[src/rtl/rx_frame_parser.sv]
// rx_frame_parser: hunts for the sync word on the aligned word stream, validates
// the length header, forwards payload words with a last-word marker and reports
// per-frame OK/error pulses, a saturating error count and link lock.
// Optional feature macro: RX_FRAME_CSUM_EN (trailing additive checksum word).
module rx_frame_parser #(
    parameter int unsigned MAX_LEN   = 256,
    parameter int unsigned ERR_LIMIT = 4
) (
    input  logic        CLK,
    input  logic        RSTX,
    input  logic        PHY_INIT,
    input  logic        ALIGNED,
    input  logic        DIPUSH,
    input  logic [31:0] DIN,
    output logic        DOPUSH,
    output logic [31:0] DOUT,
    output logic        DOLAST,
    output logic        FRM_OK,
    output logic        FRM_ERR,
    output logic [15:0] ERR_CNT,
    output logic        LOCKED
);

    localparam int unsigned DW = 32;
    localparam int unsigned LW = 16;
    localparam int unsigned CW = 4;

    localparam logic [DW-1:0] SYNC_WORD = 32'h0000F731;
    localparam logic [LW-1:0] MAX_N     = LW'(MAX_LEN);
    localparam logic [CW-1:0] ERR_LIM   = CW'(ERR_LIMIT);
    localparam logic [LW-1:0] CNT_SAT   = 16'hFFFF;
    localparam logic [CW-1:0] CONS_SAT  = 4'hF;

    typedef enum logic [2:0] {
        ST_IDLE,
        ST_HUNT,
        ST_HDR,
        ST_PAY,
        ST_CSUM
    } state_t;

    state_t        state_q, state_d;
    logic [LW-1:0] cnt_q, cnt_d;
`ifdef RX_FRAME_CSUM_EN
    logic [DW-1:0] sum_q, sum_d;
`endif
    logic          dopush_d, dolast_d, ok_d, err_d;
    logic [DW-1:0] dout_d;
    logic [CW-1:0] consec_q, consec_d;
    logic [LW-1:0] err_cnt_d;
    logic          locked_d;
    logic [LW-1:0] hdr_n;
    logic          hdr_ok;
    logic          in_frame;

    // Header is valid when the upper half is the complement of a legal length.
    assign hdr_n    = DIN[15:0];
    assign hdr_ok   = (DIN[31:16] == ~DIN[15:0]) && (hdr_n != '0) && (hdr_n <= MAX_N);
    assign in_frame = (state_q == ST_HDR) || (state_q == ST_PAY) || (state_q == ST_CSUM);

    // State register and per-frame working registers.
    always_ff @(posedge CLK or negedge RSTX) begin
        if (!RSTX) begin
            state_q <= ST_IDLE;
            cnt_q   <= '0;
`ifdef RX_FRAME_CSUM_EN
            sum_q   <= '0;
`endif
        end else begin
            state_q <= state_d;
            cnt_q   <= cnt_d;
`ifdef RX_FRAME_CSUM_EN
            sum_q   <= sum_d;
`endif
        end
    end

    // Next state and next registered outputs; PHY_INIT beats alignment loss beats data.
    always_comb begin
        state_d  = state_q;
        cnt_d    = cnt_q;
`ifdef RX_FRAME_CSUM_EN
        sum_d    = sum_q;
`endif
        dopush_d = 1'b0;
        dolast_d = 1'b0;
        dout_d   = DOUT;
        ok_d     = 1'b0;
        err_d    = 1'b0;
        if (PHY_INIT) begin
            state_d = ST_IDLE;
        end else if (!ALIGNED) begin
            state_d = ST_IDLE;
            err_d   = in_frame;
        end else begin
            case (state_q)
                ST_IDLE: state_d = ST_HUNT;
                ST_HUNT: begin
                    if (DIPUSH && (DIN == SYNC_WORD)) begin
                        state_d = ST_HDR;
                    end
                end
                ST_HDR: begin
                    if (DIPUSH) begin
                        if (hdr_ok) begin
                            cnt_d   = hdr_n;
`ifdef RX_FRAME_CSUM_EN
                            sum_d   = '0;
`endif
                            state_d = ST_PAY;
                        end else begin
                            err_d   = 1'b1;
                            state_d = ST_HUNT;
                        end
                    end
                end
                ST_PAY: begin
                    if (DIPUSH) begin
                        dopush_d = 1'b1;
                        dout_d   = DIN;
                        cnt_d    = cnt_q - 16'd1;
`ifdef RX_FRAME_CSUM_EN
                        sum_d    = sum_q + DIN;
`endif
                        if (cnt_q == 16'd1) begin
                            dolast_d = 1'b1;
`ifdef RX_FRAME_CSUM_EN
                            state_d  = ST_CSUM;
`else
                            ok_d     = 1'b1;
                            state_d  = ST_HUNT;
`endif
                        end
                    end
                end
`ifdef RX_FRAME_CSUM_EN
                ST_CSUM: begin
                    if (DIPUSH) begin
                        ok_d    = (DIN == sum_q);
                        err_d   = (DIN != sum_q);
                        state_d = ST_HUNT;
                    end
                end
`endif
                default: state_d = ST_IDLE;
            endcase
        end
    end

    // Error count, consecutive-error tracking and lock, aligned with the frame pulses.
    always_comb begin
        err_cnt_d = ERR_CNT;
        consec_d  = consec_q;
        locked_d  = LOCKED;
        if (PHY_INIT) begin
            consec_d = '0;
            locked_d = 1'b0;
        end else if (ok_d) begin
            consec_d = '0;
            locked_d = 1'b1;
        end else if (err_d) begin
            if (ERR_CNT != CNT_SAT) begin
                err_cnt_d = ERR_CNT + 16'd1;
            end
            if (consec_q != CONS_SAT) begin
                consec_d = consec_q + 4'd1;
            end
            if (consec_d >= ERR_LIM) begin
                locked_d = 1'b0;
            end
        end
    end

    // Output and status registers.
    always_ff @(posedge CLK or negedge RSTX) begin
        if (!RSTX) begin
            DOPUSH   <= 1'b0;
            DOUT     <= '0;
            DOLAST   <= 1'b0;
            FRM_OK   <= 1'b0;
            FRM_ERR  <= 1'b0;
            ERR_CNT  <= '0;
            LOCKED   <= 1'b0;
            consec_q <= '0;
        end else begin
            DOPUSH   <= dopush_d;
            DOUT     <= dout_d;
            DOLAST   <= dolast_d;
            FRM_OK   <= ok_d;
            FRM_ERR  <= err_d;
            ERR_CNT  <= err_cnt_d;
            LOCKED   <= locked_d;
            consec_q <= consec_d;
        end
    end

endmodule
[config.mk]
export PLATFORM = sky130hd
export DESIGN_NAME = rx_frame_parser
export DESIGN_NICKNAME = d
export VERILOG_FILES = /design/src/rtl/rx_frame_parser.sv
export SDC_FILE = /design/constraint.sdc
export NUM_CORES = 1
export LEC_CHECK = 0
export CORE_MARGIN = 3
export CORE_UTILIZATION = 53
export CTS_CLUSTER_DIAMETER = 50
export DETAILED_ROUTE_END_ITERATION = 8
export HOLD_SLACK_MARGIN = 0.05
export PLACE_DENSITY = 0.93
export RECOVER_POWER = 100
export SETUP_SLACK_MARGIN = 0.3
export SYNTH_ARGS = -nofsm -noshare
export SYNTH_HDL_FRONTEND = slang
export SYNTH_SLANG_ARGS = --single-unit
[constraint.sdc]
create_clock -name CLK -period 3.26 [get_ports CLK]
set_clock_uncertainty 0.2 [all_clocks]
set_input_delay 0.815 -clock CLK [delete_from_list [all_inputs] [get_ports CLK]]
set_output_delay 0.815 -clock CLK [all_outputs]
set_load 0.03 [all_outputs]
Yosys cells after proc, flatten, opt, wreduce, memory -nomap -nowiden
Cells that the tools add are included.

storage, ports and cells
  bits in registers = 75
  bits in latches = 0
  bits in writable memories = 0
  ROM bits = 0
  input port bits = 37
  output and inout port bits = 53
  logic and storage cells = 85
  memories = 0

cells by class
  $add $sub $neg = 3
  $mul = 0
  divide/modulo/power cells = 0
  magnitude comparators = 2
  eq/ne operators = 16
  shifts and indexed selects = 0
  mux-type cells = 37
  bitwise logic cells = 3
  reductions and logical operators = 15

operators with widths
  operator                 number
  $mux W16                 3
  $eq A32 B16 Y1 const B   1
  $pmux W16 S2             1
  $mux W4                  7
  $mux W1                  18
  $mux W3                  6
  $add A16 B1 Y16 const B  1
  $eq A16 B1 Y1 const B    1
  $eq A16 B16 Y1           1
  $le A16 B9 Y1 const B    1
  $ne A16 B16 Y1 const B   1
  $ne A4 B4 Y1 const B     4
  $not A16 Y16             1
  $reduce_bool A16 Y1      1
  $sub A16 B1 Y16 const B  1
  $pmux W3 S4              1
  $reduce_and A4 Y1        3
  $eq A3 B2 Y1 const B     2
  $ne A2 B2 Y1 const B     3
  $reduce_and A6 Y1        1
  $reduce_bool A3 Y1       2
  $add A4 B1 Y4 const B    1
  $ge A4 B3 Y1 const B     1
  $ne A4 B3 Y1 const B     1
  other kinds (9)          13

Longest topological paths before layout
Gate-level depths: netlist of run 1.

  depth after elaboration = 17
  depth in mapped cells = 9
  mapped depth without buffers = 7

Least setup slack after synthesis of run 1
Ideal clock, no wire load.

  kind = input to register
  start point = in DIN[10]
  end point = reg ERR_CNT[1]
  library setup time = 128 ps
  data arrival time = 2257 ps
  required time = 2932 ps
  path slack = 675 ps
  stages on the path = 6
  path buffers = 0
  path through = nor4b_2 nand4_1 nor4_2 and4_4 or2_2 mux2_1

on the way
  longest elaborated chain between the ends = 10
  elaborated cells between the ends (all ways) = 12
  those cells by class = order compare (1); eq/ne (1); mux (5); bitwise (1); reduce/logical (4)

ends and longest elaborated chain
  item                                                                   line  text
  start, declared                                                        14    input logic [31:0] DIN,
  parallel branches: the longest is 3 deep, another holds $le A16 B9 Y1  -
  $logic_and A1 B1 Y1 *                                                  58    assign hdr_ok = (DIN[31:16] == ~DIN[15:0]) && (hdr_n != '0) && (hdr_n <= MAX_N);
  $mux W1 *                                                              105   if (hdr_ok) begin
  $mux W1 *                                                              104   if (DIPUSH) begin
  $mux W1 *                                                              96    case (state_q)
  $mux W1 *                                                              92    end else if (!ALIGNED) begin
  $mux W1 *                                                              90    if (PHY_INIT) begin
  $reduce_and A4 Y1 (no line) *                                          -
  end signal, assigned                                                   191   ERR_CNT <= err_cnt_d;
  end, declared                                                          20    output logic [15:0] ERR_CNT,

Every way passes the cells marked *.
A chain may end at the register's enable or synchronous reset.

Final worst setup path of run 1
  start point = in DIN[2]
  end point = reg consec_q[1]

on the way
  longest elaborated chain between the ends = 10
  elaborated cells between the ends (all ways) = 12
  those cells by class = order compare (1); eq/ne (1); mux (5); bitwise (1); reduce/logical (4)

ends and longest elaborated chain
  item                                                                   line  text
  parallel branches: the longest is 3 deep, another holds $le A16 B9 Y1  -
  $logic_and A1 B1 Y1 *                                                  58
  $mux W1 *                                                              105
  $mux W1 *                                                              104
  $mux W1 *                                                              96
  $mux W1 *                                                              92
  $mux W1 *                                                              90
  net err_d                                                              47    logic dopush_d, dolast_d, ok_d, err_d;
  $reduce_bool A3 Y1 (no line) *                                         -
  end signal, assigned                                                   193   consec_q <= consec_d;
  end, declared                                                          49    logic [CW-1:0] consec_q, consec_d;

Mark *: on every way through the listed nets, which the timed path passes.

==> results of run 1 <==
## cells by family after synthesis
| kind of cell | share of synthesized area |
|---|---|
| and+or+nand+nor | 0.291 |
| DFF | 0.474 |
| AOI/OAI and AO/OA | 0.119 |
| xor gates and xnor gates | 0.0628 |
| buffers and inverters | 0.0298 |
| muxes | 0.0109 |
| adders and majority gates | 0.0128 |
## synthesized netlist by cell type, types with 4 or more instances
| library cell | n |
|---|---|
| sky130_fd_sc_hd__clkbuf_1 | 9 |
| sky130_fd_sc_hd__and2_1 | 4 |
| sky130_fd_sc_hd__a31oi_1 | 5 |
| sky130_fd_sc_hd__nand3_1 | 13 |
| sky130_fd_sc_hd__o22a_1 | 4 |
| sky130_fd_sc_hd__dfrtp_1 | 74 |
| sky130_fd_sc_hd__and3_1 | 5 |
| sky130_fd_sc_hd__a21oi_1 | 10 |
| sky130_fd_sc_hd__inv_1 | 6 |
| sky130_fd_sc_hd__o21ai_0 | 21 |
| sky130_fd_sc_hd__a2bb2oi_1 | 5 |
| sky130_fd_sc_hd__nor4_1 | 7 |
| sky130_fd_sc_hd__xnor2_1 | 7 |
| sky130_fd_sc_hd__nor2_1 | 26 |
| sky130_fd_sc_hd__ha_1 | 4 |
| sky130_fd_sc_hd__nand2_1 | 114 |
| sky130_fd_sc_hd__xor2_1 | 21 |
| sky130_fd_sc_hd__nor3_1 | 15 |
| sky130_fd_sc_hd__nor4_2 | 5 |
| sky130_fd_sc_hd__nand4_1 | 13 |
## area by class of cell
type	count	area, sq um	share of cell area
inverter	7	26.3	0.00486
multi-input combinational	332	2000	0.371
clock inverter	4	98.8	0.0183
tap	96	120	0.0222
clock buffer	11	151	0.0280
sequential	74	1850	0.343
timing repair buffer	124	1150	0.213
## worst reg2reg max path: cells and delay by family (launching register included)
family / cells / cell delay (ns)
multiplexers: 1 / 0.10
AO/OA/AOI/OAI: 2 / 0.39
AND/OR/NAND/NOR: 3 / 1.05
flip-flops: 1 / 0.40
## per-stage QoR
step | setup WS (ns) | power, mW | hold WS, ns
floorplan | 0.675 | 0.991 | 0.240
CTS | 0.304 | 2.00 | 0.111
global placement | -0.0227 | 1.12 | 0.257
finish | 0.225 | 2.00 | 0.184
global route | 0.0948 | 2.07 | 0.192
detailed placement | -0.0416 | 1.12 | 0.268
## metal layers
metal  global-route usage  vias to the layer above  share of wire
met5                    0                        -              0
met4                0.106                        0          0.029
met3               0.0574                       28          0.075
met2                0.486                      190           0.49
met1                0.376                     1869           0.41
li1                     -                     1752              -
## flip-flops by register name, summed over array words and instances (netlist names)
name	flops
state_q	2
cnt_q	16
FRM_OK	1
ERR_CNT	16
LOCKED	1
consec_q	4
FRM_ERR	1
DOPUSH	1
DOUT	32
## power by group through the flow
stage / clock, mW / sequential, mW / combinational (mW)
2_1_floorplan: 0 / 0.947 / 0.0438
3_3_place_gp: 0 / 0.943 / 0.178
3_5_place_dp: 0 / 0.943 / 0.178
4_1_cts: 0.897 / 0.925 / 0.180
5_1_grt: 0.948 / 0.926 / 0.193
6_report: 0.893 / 0.926 / 0.182
## worst max-delay path by stage
stage / from / end / slack [ns] / cells past startpoint
2_1_floorplan: DIN[10] / ERR_CNT[1] / 0.68 / 6
3_3_place_gp: DIN[1] / cnt_q[5] / -0.02 / 8
3_5_place_dp: DIN[14] / ERR_CNT[1] / -0.04 / 7
4_1_cts: DIN[4] / ERR_CNT[1] / 0.30 / 7
5_1_grt: DIN[2] / consec_q[2] / 0.09 / 9
6_report: DIN[2] / consec_q[1] / 0.22 / 9
==> results_dict.tcl, run 1 <==
set metrics [dict create \
    hpwl_um 8890 \
    criticalPathCategory "input port to flop" \
    drt_first_pass_iters 6 \
    power.sequential.fraction 0.463 \
    htree_num_levels 3 \
    hold_path_class "input port to async pin" \
    detail_route.vias_per_cell 5.92 \
    clock_path_buffers 2 \
    total_switching_power_mw 0.450 \
    top_level_ports 90 \
    floorplan.core_area_sq_mm 0.00698 \
    cts.root.buffer_cell "sky130_fd_sc_hd__clkbuf_8" \
    regToRegSetupSlack_ns 1.03 \
    path_buf_inv 3 \
    outcome "finished with violations" \
    n_antenna_cell 0 \
    yosys_most_used_dff "sky130_fd_sc_hd__dfrtp_1" \
    final_cells 648 \
    cp.arrival_ns 3.11 \
    worst_r2r_endpoint "consec_q[1]" \
    worstSetupStartpointType "input port" \
    drc 0 \
    post-place-cells 633 \
    cts.sink_count 74 \
    wl_um 12000 \
    grt_pass1_vias 3788 \
    die_y_um 91.8 \
    maxCapViolCount 2 \
    worst_path_most_repeated_cell "sky130_fd_sc_hd__buf_4" \
    timing.rr.start "cnt_q[10]" \
    syn_avg_cell_area_sq_um 9.06 \
    slew_headroom -0.190 \
    crit_path_max_incr_delay_ns 0.62 \
    yosys_reg_bits 74 \
    critical_path.cell_chain "dlygate4sd3_1, buf_4, nor4_2, a211o_1, a21boi_2, a31oi_2, buf_4, mux2i_1, o2bb2ai_1" \
    synth.top_cell.area_share 0.474 \
    critical_path.max_fanout 7 \
    static-leakage-power_nw 2.70 \
    fin_util 0.774 \
    post-route-period-util 0.931 \
    crit_path_end_kind "flop" \
    drt_iter0_markers 337 \
    ys.warnings.count 0 \
    dr_total_vias 3839 \
    grt_pass1_wl_um 19400 \
    report.final.setup_viol 0 \
    placedInstanceArea_sq_mm 0.00510 \
    design.die.area_sq_mm 0.00843 \
    finalMaxSlewViolations 69 \
    cts_buffers 9 \
    switching_fraction 0.225 \
    cts_repair_resize_count 0 \
    rows 30 \
    synthesis.instances 431 \
    r2r.worst_path.cells 6 \
    max-vdd-ir-drop_mv 0.211 \
    fp.dieW_um 91.8 \
    synth.lib_cells_used.distinct 60 \
    worst_margin_slew_ns 1.78 \
    gr-total-overflow 0 \
    grt_start_max_net_pins 41 \
    syn_area_sq_mm 0.00390 \
    most-common-layout-cells "114 x sky130_fd_sc_hd__nand2_1, 74 x sky130_fd_sc_hd__dfrtp_1, 56 x sky130_fd_sc_hd__dlygate4sd3_1" \
    gpl.final_weighted_congestion 0.957 \
    numPortBuffers 89 \
    num-fill-cells 518 \
    setup_total_negative_slack_ns 0 \
    area_growth_pct 38.3 \
    finalCriticalPeriod_ns 3.04 \
    failed_checks "capacitance limit, slew limit" \
    critPathSlowestCell "sky130_fd_sc_hd__dlygate4sd3_1" \
    global_route.usage.total 0.291 \
    clock_power_share 0.446 \
    route.antenna.remaining_nets 0 \
    synth-edff-count 0 \
    synth_top_area_cell "sky130_fd_sc_hd__dfrtp_1" \
    drt-wirelength-per-cell_um 18.5 \
    cts_hold_buffers 0 \
    final_stage_net_count 589 \
    postSynthNetCount 472 \
    antenna_found_initial 0 \
    worst_path_dominant_cell_family "buffers and inverters" \
    cell_internal_power_mw 1.55 \
    rsz_0062_raised_after_global_routing "yes" \
    report.final.hold_viol_count 0 \
    powerDensity_mw_per_mm2 370 \
    yosysSeqAreaShare 0.474 \
    cp.required_ns 3.34 \
    postSynth.asyncResetShare 1.00 \
    share_of_final_layout_standard_cells_stronger_than_drive_strength_1 0.123 \
    finalInstanceArea_sq_mm 0.00540 \
    comb_power_share 0.091 \
    tritoncts "built" \
    fmax_mhz 329 \
    initial_utilization 0.559 \
    layout.cells.most_common "sky130_fd_sc_hd__nand2_1" \
    synth_area_leaders "sky130_fd_sc_hd__dfrtp_1 47%, sky130_fd_sc_hd__nand2_1 11%, sky130_fd_sc_hd__xor2_1 4.7%, sky130_fd_sc_hd__o21ai_0 2.7%, sky130_fd_sc_hd__nor2_1 2.5%" \
    post_cts_buffers 0 \
    worstSkewPairLatency_ns 0.35 \
    clk_transition_reported_paths_ns 0.08 \
]
(Power assumes the default switching activity.)
==> run 2, diff against run 1 <==
--- a/config.mk
+++ b/config.mk
@@ -5,12 +5,14 @@
 export SDC_FILE = /design/constraint.sdc
 export NUM_CORES = 1
 export LEC_CHECK = 0
+export ABC_AREA = 1
 export CORE_MARGIN = 3
 export CORE_UTILIZATION = 53
 export CTS_CLUSTER_DIAMETER = 50
 export DETAILED_ROUTE_END_ITERATION = 8
+export GPL_ROUTABILITY_DRIVEN = 0
 export HOLD_SLACK_MARGIN = 0.05
-export PLACE_DENSITY = 0.93
+export PLACE_DENSITY = 0.92
 export RECOVER_POWER = 100
 export SETUP_SLACK_MARGIN = 0.3
 export SYNTH_ARGS = -nofsm -noshare
==> results_dict.tcl, run 2 <==
set metrics [dict create \
    setup_total_negative_slack_ns 0 \
    crit_path_end_kind "flop" \
    synth_compound_gate_area_share 0.0775 \
    dr_total_vias 4465 \
    die_y_um 95.5 \
    place_ws_ns 0.219 \
    grt_start_max_net_pins 54 \
    finalCriticalPeriod_ns 2.83 \
    n_antenna_cell 0 \
    largestRegisters "DOUT x32, ERR_CNT x16, cnt_q x16" \
    top_level_ports 90 \
    gr-total-overflow 0 \
    fp.dieW_um 95.5 \
    synth_top_area_cell "sky130_fd_sc_hd__dfrtp_1" \
    critical_path.max_fanout 11 \
    final_stage_net_count 722 \
    post-route-worst-setup-slack_ns 0.429 \
    grt_pass1_wl_um 19900 \
    hold-path-endpoint "DOUT[19]" \
    min-delay-start "DOUT[19]" \
    crit_path_max_incr_delay_ns 0.64 \
    hold_depth 2 \
    cts.root.buffer_cell "sky130_fd_sc_hd__clkbuf_8" \
    htree_num_levels 3 \
    timing.rr.start "ERR_CNT[0]" \
    maxCapViolCount 0 \
    rows 32 \
    drt_first_pass_iters 7 \
    critPathSlowestCell "sky130_fd_sc_hd__dlygate4sd3_1" \
    post_synth_most_frequent_cells "201 x sky130_fd_sc_hd__nand2_1, 74 x sky130_fd_sc_hd__dfrtp_1, 69 x sky130_fd_sc_hd__inv_1" \
    antenna_found_initial 0 \
    worst_path_most_repeated_cell "sky130_fd_sc_hd__nand2_1" \
    worstSkewPairLatency_ns 0.35 \
    synth.top_cell.area_share 0.436 \
    synth-edff-count 0 \
    static-leakage-power_nw 2.81 \
    report.final.setup_viol 0 \
    postSynthNetCount 635 \
    finalMaxSlewViolations 0 \
    report.final.hold_viol_count 0 \
    cp.arrival_ns 2.87 \
    synth.lib_cells_used.distinct 31 \
    r2r.worst_path.cells 8 \
    slew_headroom 0.0717 \
    dominant_combinational_cell_family_by_area_after_synthesis "simple AND/OR/NAND/NOR gates" \
    cts_hold_buffers 0 \
    drc 0 \
    cts_buffers 9 \
    powerDensity_mw_per_mm2 409 \
    yosys_reg_bits 74 \
    rsz_0062_raised_after_global_routing "no" \
    final_cells 787 \
    max-vdd-ir-drop_mv 0.272 \
    wl_um 12100 \
    regToRegSetupSlack_ns 0.83 \
    worst_r2r_endpoint "ERR_CNT[7]" \
    adder_cell_fraction_of_synth_area 0.0118 \
    syn_area_sq_mm 0.00425 \
    numPortBuffers 89 \
    layout.cells.most_common "sky130_fd_sc_hd__nand2_1" \
    number_of_flip_flops_under_the_largest_register_name 32 \
    path_buf_inv 2 \
    most-common-layout-cells "201 x sky130_fd_sc_hd__nand2_1, 74 x sky130_fd_sc_hd__dfrtp_1, 68 x sky130_fd_sc_hd__inv_1" \
    global_route.usage.total 0.281 \
    critical_path.cell_chain "dlygate4sd3_1, nor2_1, nand2_1, o21ai_0, nand2_1, nor2_1, nand2_1, nand3_1, nand2_2, clkbuf_2, nand4_1, nand2_1" \
    worst_margin_slew_ns 1.39 \
    drt_iter0_markers 433 \
    ys.warnings.count 0 \
    synth_most_common_cell "sky130_fd_sc_hd__nand2_1" \
    detail_route.vias_per_cell 5.67 \
    hpwl_um 9090 \
    outcome "finished clean" \
    cts.sink_count 74 \
    post_synth_and_or_nand_nor_area_fraction 0.345 \
    post_synth_xor_area_fraction 0.0454 \
    cp.required_ns 3.30 \
    synthesis.instances 594 \
    hold_path_class "flop to flop" \
    yosys_most_used_dff "sky130_fd_sc_hd__dfrtp_1" \
    fmax_mhz 353 \
    registers.top_by_ff_count "DOUT" \
    design.die.area_sq_mm 0.00912 \
    area_growth_pct 26.3 \
    worstSetupStartpointType "input port" \
    drt-wirelength-per-cell_um 15.3 \
    criticalPathCategory "input port to flop" \
    floorplan.core_area_sq_mm 0.00777 \
    share_of_final_layout_standard_cells_stronger_than_drive_strength_1 0.0409 \
    post_synth_mux_area_share 0 \
    tritoncts "built" \
    clock_path_buffers 2 \
    yosysSeqAreaShare 0.436 \
    synth_area_leaders "sky130_fd_sc_hd__dfrtp_1 44%, sky130_fd_sc_hd__nand2_1 18%, sky130_fd_sc_hd__o21ai_0 6.1%, sky130_fd_sc_hd__inv_1 6.1%, sky130_fd_sc_hd__nor2_1 5.5%" \
    initial_utilization 0.547 \
    syn_avg_cell_area_sq_um 7.15 \
    worst_path_dominant_cell_family "simple AND/OR/NAND/NOR gates" \
    clk_transition_reported_paths_ns 0.08 \
    route.antenna.remaining_nets 0 \
    postSynth.asyncResetShare 1.00 \
    post-route-period-util 0.868 \
    post-place-cells 772 \
    grt_pass1_vias 4180 \
]
-- run 2: cell count changes in the layout (fill, tap and decap cells not counted), moves of 6 or more --
cell	delta
sky130_fd_sc_hd__nor2_1	+36
sky130_fd_sc_hd__inv_1	+61
sky130_fd_sc_hd__nand4_1	+12
sky130_fd_sc_hd__nand3_1	+14
sky130_fd_sc_hd__o21ai_0	+32
sky130_fd_sc_hd__buf_4	-26
sky130_fd_sc_hd__nand2_1	+87
sky130_fd_sc_hd__clkdlybuf4s50_1	+6
-- run 2: cells by family after synthesis --
group,Yosys count
xor gates and xnor gates,22
AOI/OAI and AO/OA,63
buffers and inverters,87
DFF,74
adders and majority gates,4
and+or+nand+nor,344
-- run 2: report_power, final --
part	switching [mW]	total [mW]	internal, mW
combinational	0.303	0.481	0.178
clock	0.355	0.646	0.290
sequential	0.0747	1.07	0.991
-- run 2: tightest hold or removal path: cells and delay by family (launching register included) --
| family | cells | cell delay, ns |
|---|---|---|
| compound gates | 1 | 0.06 |
| simple gates | 1 | 0.05 |
| flops | 1 | 0.34 |
-- run 2: repair_timing --
| action | 4_1_cts | 5_1_grt |
|---|---|---|
| endpoints found under the setup margin | 0 | 1 |
| resized for setup | 0 | 1 |
| buffers inserted | 0 | 0 |
-- run 2: worst max path at each step --
stage               cells after the start     endpoint  startpoint  slack (ns)
floorplan                              11  ERR_CNT[13]      DIN[3]        1.03
global placement                       13  consec_q[2]      DIN[2]        0.29
detailed placement                     14     cnt_q[4]      DIN[1]        0.22
CTS                                    14     cnt_q[4]      DIN[5]        0.55
global route                           12  ERR_CNT[10]      DIN[2]        0.16
finish                                 12   ERR_CNT[6]      DIN[2]        0.43
-- run 2: layer usage --
metal  track usage  vias up  wire length, um
li1              -     2074                -
met1         0.360     2090             4740
met2         0.471      248             5870
met3        0.0379       53              974
met4         0.129        0              491
met5             0        -                0
-- run 2: area by class of cell --
class / count / area [sq um]
Clock buffer: 10 / 138
Sequential cell: 74 / 1850
Fill cell: 590 / 2410
Clock inverter: 5 / 31.3
Inverter: 69 / 263
Multi-Input combinational cell: 433 / 2040
Tap cell: 102 / 128
Timing Repair Buffer: 94 / 913
-- run 2: stage by stage --
step	hold WS, ns	power [mW]	utilization	area, sq um
6_report	0.281	2.19	0.690	5360
3_5_place_dp	0.273	1.58	0.669	5200
3_3_place_gp	0.265	1.55	0.669	5200
2_1_floorplan	0.289	1.35	-	4250
5_1_grt	0.307	2.29	0.690	5360
4_1_cts	0.266	2.20	0.691	5370
==> run 3, diff against run 2 <==
--- a/config.mk
+++ b/config.mk
@@ -6,12 +6,13 @@
 export NUM_CORES = 1
 export LEC_CHECK = 0
 export ABC_AREA = 1
-export CORE_MARGIN = 3
+export CORE_MARGIN = 8
 export CORE_UTILIZATION = 53
 export CTS_CLUSTER_DIAMETER = 50
 export DETAILED_ROUTE_END_ITERATION = 8
 export GPL_ROUTABILITY_DRIVEN = 0
 export HOLD_SLACK_MARGIN = 0.05
+export MAX_ROUTING_LAYER = met4
 export PLACE_DENSITY = 0.92
 export RECOVER_POWER = 100
 export SETUP_SLACK_MARGIN = 0.3
==> results_dict.tcl, run 3 (synthesized netlist as in run 2, its figures left out) <==
set metrics [dict create \
    outcome "finished with violations" \
    failed_checks "capacitance limit, slew limit" \
    n_antenna_cell 0 \
    startpoint "DIN[1]" \
    cts_buffers 9 \
    report.final.hold_viol_count 0 \
    static-leakage-power_nw 2.82 \
    largestRegisters "DOUT x32, ERR_CNT x16, cnt_q x16" \
    area_growth_pct 26.6 \
    post-place-cells 770 \
    max-vdd-ir-drop_mv 0.444 \
    criticalPathCategory "input port to flop" \
    die_y_um 106 \
    report.final.setup_viol 0 \
    numPortBuffers 89 \
    drt_iter0_markers 436 \
    grt_start_max_net_pins 75 \
    initial_utilization 0.549 \
    cts.sink_count 74 \
    crit_path_end_kind "flop" \
    drt-wirelength-per-cell_um 15.5 \
    final_hold_slack_ns 0.282 \
    hold_path_class "flop to flop" \
    most-common-layout-cells "202 x sky130_fd_sc_hd__nand2_1, 74 x sky130_fd_sc_hd__dfrtp_1, 68 x sky130_fd_sc_hd__inv_1" \
    registers.top_by_ff_count "DOUT" \
    final_cells 786 \
    critPathSlowestCell "sky130_fd_sc_hd__dlygate4sd3_1" \
    worstSetupStartpointType "input port" \
    clk_transition_reported_paths_ns 0.08 \
    htree_num_levels 3 \
    layout.cells.most_common "sky130_fd_sc_hd__nand2_1" \
    fmax_mhz 342 \
    rsz_0062_raised_after_global_routing "no" \
    design.die.area_sq_mm 0.0111 \
    fp.dieW_um 106 \
    rows 32 \
    finalMaxSlewViolations 75 \
    placedInstanceArea_sq_mm 0.00519 \
    powerDensity_mw_per_mm2 426 \
    worst_r2r_endpoint "DOUT[31]" \
    cp.arrival_ns 2.96 \
    finalCriticalPeriod_ns 2.92 \
    finalInstanceArea_sq_mm 0.00538 \
    cp.required_ns 3.29 \
    fin_util 0.696 \
    drt_first_pass_iters 5 \
    critical_path.cell_chain "dlygate4sd3_1, nor2_1, nor2_1, nand2_1, nor2_1, nand2_1, nor2_1, nand2_1, nand2_1, nand2_1, clkbuf_1, o21ai_0, nand2_1" \
    cts.root.buffer_cell "sky130_fd_sc_hd__clkbuf_8" \
    clock_path_buffers 2 \
    worst_margin_slew_ns 1.83 \
    post_cts_buffers 0 \
    drc 0 \
    regToRegSetupSlack_ns 0.65 \
    tritoncts "built" \
    grt_pass1_wl_um 19900 \
    setup_total_negative_slack_ns 0 \
    slew_headroom -0.223 \
    crit_path_max_incr_delay_ns 0.65 \
    dr_total_vias 4386 \
    top_level_ports 90 \
    r2r.worst_path.cells 6 \
    share_of_final_layout_standard_cells_stronger_than_drive_strength_1 0.0380 \
    route.antenna.remaining_nets 0 \
    detail_route.vias_per_cell 5.58 \
    num-fill-cells 614 \
    maxCapViolCount 1 \
    post-route-period-util 0.897 \
    antenna_found_initial 0 \
    critical_path.max_fanout 12 \
    cp-endpoint "cnt_q[10]" \
    grt_pass1_vias 4240 \
    worst_path_most_repeated_cell "sky130_fd_sc_hd__nand2_1" \
    timing.rr.start "state_q[1]" \
    global_route.usage.total 0.225 \
    hpwl_um 9220 \
    number_of_flip_flops_under_the_largest_register_name 32 \
    final_stage_net_count 720 \
    worstSkewPairLatency_ns 0.36 \
    gr-total-overflow 0 \
    floorplan.core_area_sq_mm 0.00773 \
    wl_um 12200 \
]
-- run 3: power breakdown --
group	total, mW	switching (mW)	internal, mW
logic	0.483	0.306	0.177
registers	1.07	0.0748	0.992
clock network	0.742	0.347	0.394
-- run 3: layer usage --
layer	wire, um	global-route usage	vias up
li1	-	-	2076
met1	4830	0.262	2036
met2	6010	0.366	228
met3	916	0.0445	46
met4	425	0.107	0
met5	0	-	-
-- run 3: what timing repair did --
action	CTS	global route
gates resized for setup	0	1
setup endpoints to repair	0	1
hold buffers	0	0
endpoints found under the hold margin	0	0
-- run 3: critical path: cells and delay by family --
family / cells / cell delay, ns
AOI/OAI and AO/OA: 1 / 0.26
buffers and inverters: 2 / 0.92
and+or+nand+nor: 10 / 0.95
-- run 3: through the flow --
step	setup WS, ns	total power [mW]
after floorplan	1.03	1.35
after global placement	0.240	1.56
after detailed placement	0.176	1.58
after CTS	0.538	2.31
after global routing	0.168	2.40
final	0.336	2.29
-- run 3: layout make-up --
class	instances	area (sq um)	area share
well taps	102	128	0.0237
clock inverters	4	50.0	0.00931
flip-flops and latches	74	1850	0.344
multi-input cells	433	2030	0.377
clock buffers	12	155	0.0289
inverters	69	263	0.0489
repair buffers	92	902	0.168
-- run 3: worst min-delay path by stage --
stage / start / cells after the start / endpoint / slack [ns]
2_1_floorplan: cnt_q[7] / 2 / cnt_q[7] / 0.29
6_report: DOUT[21] / 2 / DOUT[21] / 0.28
3_3_place_gp: DOUT[24] / 2 / DOUT[24] / 0.26
5_1_grt: DOUT[21] / 2 / DOUT[21] / 0.32
4_1_cts: DOUT[15] / 2 / DOUT[15] / 0.29
3_5_place_dp: DOUT[15] / 2 / DOUT[15] / 0.27
==> variant, RTL diff (config.mk and constraints of run 1) <==
Take the reset off `DOUT` and load it in a clocked block of its own.
--- a/src/rtl/rx_frame_parser.sv
+++ b/src/rtl/rx_frame_parser.sv
@@ -177,3 +177,2 @@
             DOPUSH   <= 1'b0;
-            DOUT     <= '0;
             DOLAST   <= 1'b0;
@@ -186,3 +185,2 @@
             DOPUSH   <= dopush_d;
-            DOUT     <= dout_d;
             DOLAST   <= dolast_d;
@@ -196,2 +194,6 @@
 
+    always_ff @(posedge CLK) begin
+        DOUT <= dout_d;
+    end
+
 endmodule
Behaviour: not the same (a bounded check fails within 10 cycles, from zero or initial values and one cycle with RSTX low; the reset may be asserted at any time).
==> variant against run 1 <==
The run still ends with max-capacitance violations, max-slew violations left; largest cell class is now registers; sequential cell count did not move; core utilization increased by 0.84 points; wire length fell by 7.5%; setup slack better by 5.2 ps; power fell by 4.8%; design area decreased by 6.5%; area after synthesis shrank 8.0%; sequential power rose by 5.2%; sequential share of layout area increased by 5.5 points; non-clock buffer count is 4 lower; critical endpoint is now cnt_q[0]$_DFFE_PN0P_; clock power down 13%; largest power group unchanged.
==> variant: results <==
set metrics [dict create \
    run_status "complete, but fails checks" \
    failing_checks "max-capacitance violations, max-slew violations" \
    crit_path_end "cnt_q[0]$_DFFE_PN0P_" \
    worst_path_largest_cell_delay_ps 580 \
    timing_max_transition_violations_final 43 \
    number_of_global_route_vias_before_repair 3249 \
    post_synth_num_cell_types 46 \
    grt_pass1_wl_mm 16.9 \
    detailed_place_hpwl_mm 7.43 \
    part_of_the_yosys_area_used_for_sequential_elements_pct 56.0 \
    netlist_top_cells_count "dfrtp_1, edfxtp_1, xnor2_1" \
    adder_and_majority_gate_portion_of_the_synthesized_area_pct 1.39 \
    setup.worst_path.start "DIN[10]" \
    timing.critical_path.fanout_max 4 \
    synth_compound_area_share_pct 11.5 \
    synth-main-ff-cell "dfrtp_1" \
    slew-limit-headroom_pct -52.7 \
    synth_top_cells_by_area "dfrtp_1, edfxtp_1, xnor2_1" \
    synthMuxAreaShare_pct 0.906 \
    grt_max_degree 43 \
    gpl.final_weighted_congestion 0.829 \
    crit_path_top_delay_cell "dlygate4sd3_1" \
    post_route_cells_drive_above_1_share_pct 12.0 \
    hold_path_startpoint "ERR_CNT[7]$_DFFE_PN0P_" \
    vdd.ir_drop.worst_v 0.000237 \
    post_cts.resized_instances 13 \
    synth-edff-count 32 \
    synth-warning-count 0 \
    number_of_antenna_violations_at_the_first_check_in_global_routing 0 \
    insertedDiodeCount 0 \
    io_buffers 89 \
    reg2reg_to "consec_q[0]$_DFFE_PN0P_" \
    fillerInstances 383 \
    async_flop_share_pct 56.8 \
    max-cap-violations 1 \
    timing.reg2reg.setup_slack_ps 460 \
    critical_path.reg2reg.startpoint "cnt_q[6]$_DFFE_PN0P_" \
    yosys.area_share.xor_xnor_pct 7.32 \
    cellLeakagePower_uw 0.00211 \
    total_via_count_after_detailed_routing 3368 \
    layout.nets 485 \
    detailedRoute.firstIterationViolations 345 \
    avgRoutedWirePerCell_um 21.0 \
    netSwitchingPower_uw 446 \
    setup_ws_ps 230 \
    cp_data_arrival_time_ps 3130 \
    post_synth_net_total 367 \
    grt_util_all_layers_pct 28.8 \
    dpl_worst_slack_ps -242 \
]
[variant: changes by cell type after synthesis, sizes merged, moves of 6 or more]
| cell | run 1 | this run |
|---|---|---|
| nand2 | 114 | 9 |
| dfrtp | 74 | 42 |
| edfxtp | 0 | 32 |
| xnor2 | 7 | 28 |
| xor2 | 21 | 2 |
| and3 | 5 | 17 |
| o21ai | 22 | 10 |
| o31ai | 2 | 9 |
| nor3 | 16 | 10 |
[variant: routing by layer]
metal	share of wire (%)	vias up	track usage, %	wire [um]
met5	0	-	0	0
met4	3.3	0	13.3	364
met3	9.1	44	6.98	1010
met2	50	236	47.4	5530
met1	38	1615	35.8	4160
li1	-	1473	-	-
[variant: logic make-up after synthesis]
group                      Yosys count
muxes                                3
adders and majority gates            4
DFF                                 74
buffers and inverters               24
AOI/OAI and AO/OA                   63
and+or+nand+nor                    128
xor gates and xnor gates            30
[variant: layout make-up]
class,instances,area [um^2],area share (%)
multi-input cells,228,1560,31.0
inverters,11,41.3,0.817
clock inverters,2,13.8,0.272
flip-flops and latches,74,2010,39.8
well taps,77,96.3,1.91
repair buffers,120,1120,22.1
clock buffers,14,206,4.09
[variant: power by group through the flow]
stage / combinational (uW) / sequential, uW / clock (uW)
global route: 165 / 974 / 817
floorplan: 41.3 / 993 / 0
CTS: 159 / 973 / 771
detailed placement: 152 / 993 / 0
finish: 156 / 974 / 775
global placement: 149 / 993 / 0
[variant: worst max-delay path, delay by kind of cell]
family                 cells  cell delay [ps]
AOI/OAI and AO/OA          2              490
and+or+nand+nor            4             1240
buffers and inverters      1              580
[variant: through the flow]
step           instance area [um^2]  cells  hold slack, ps
5_1_grt                        5050    526             305
3_3_place_gp                   4750    509             275
4_1_cts                        5030    526             298
2_1_floorplan                  3590    326             246
6_report                       5050    526             288
3_5_place_dp                   4750    509             286
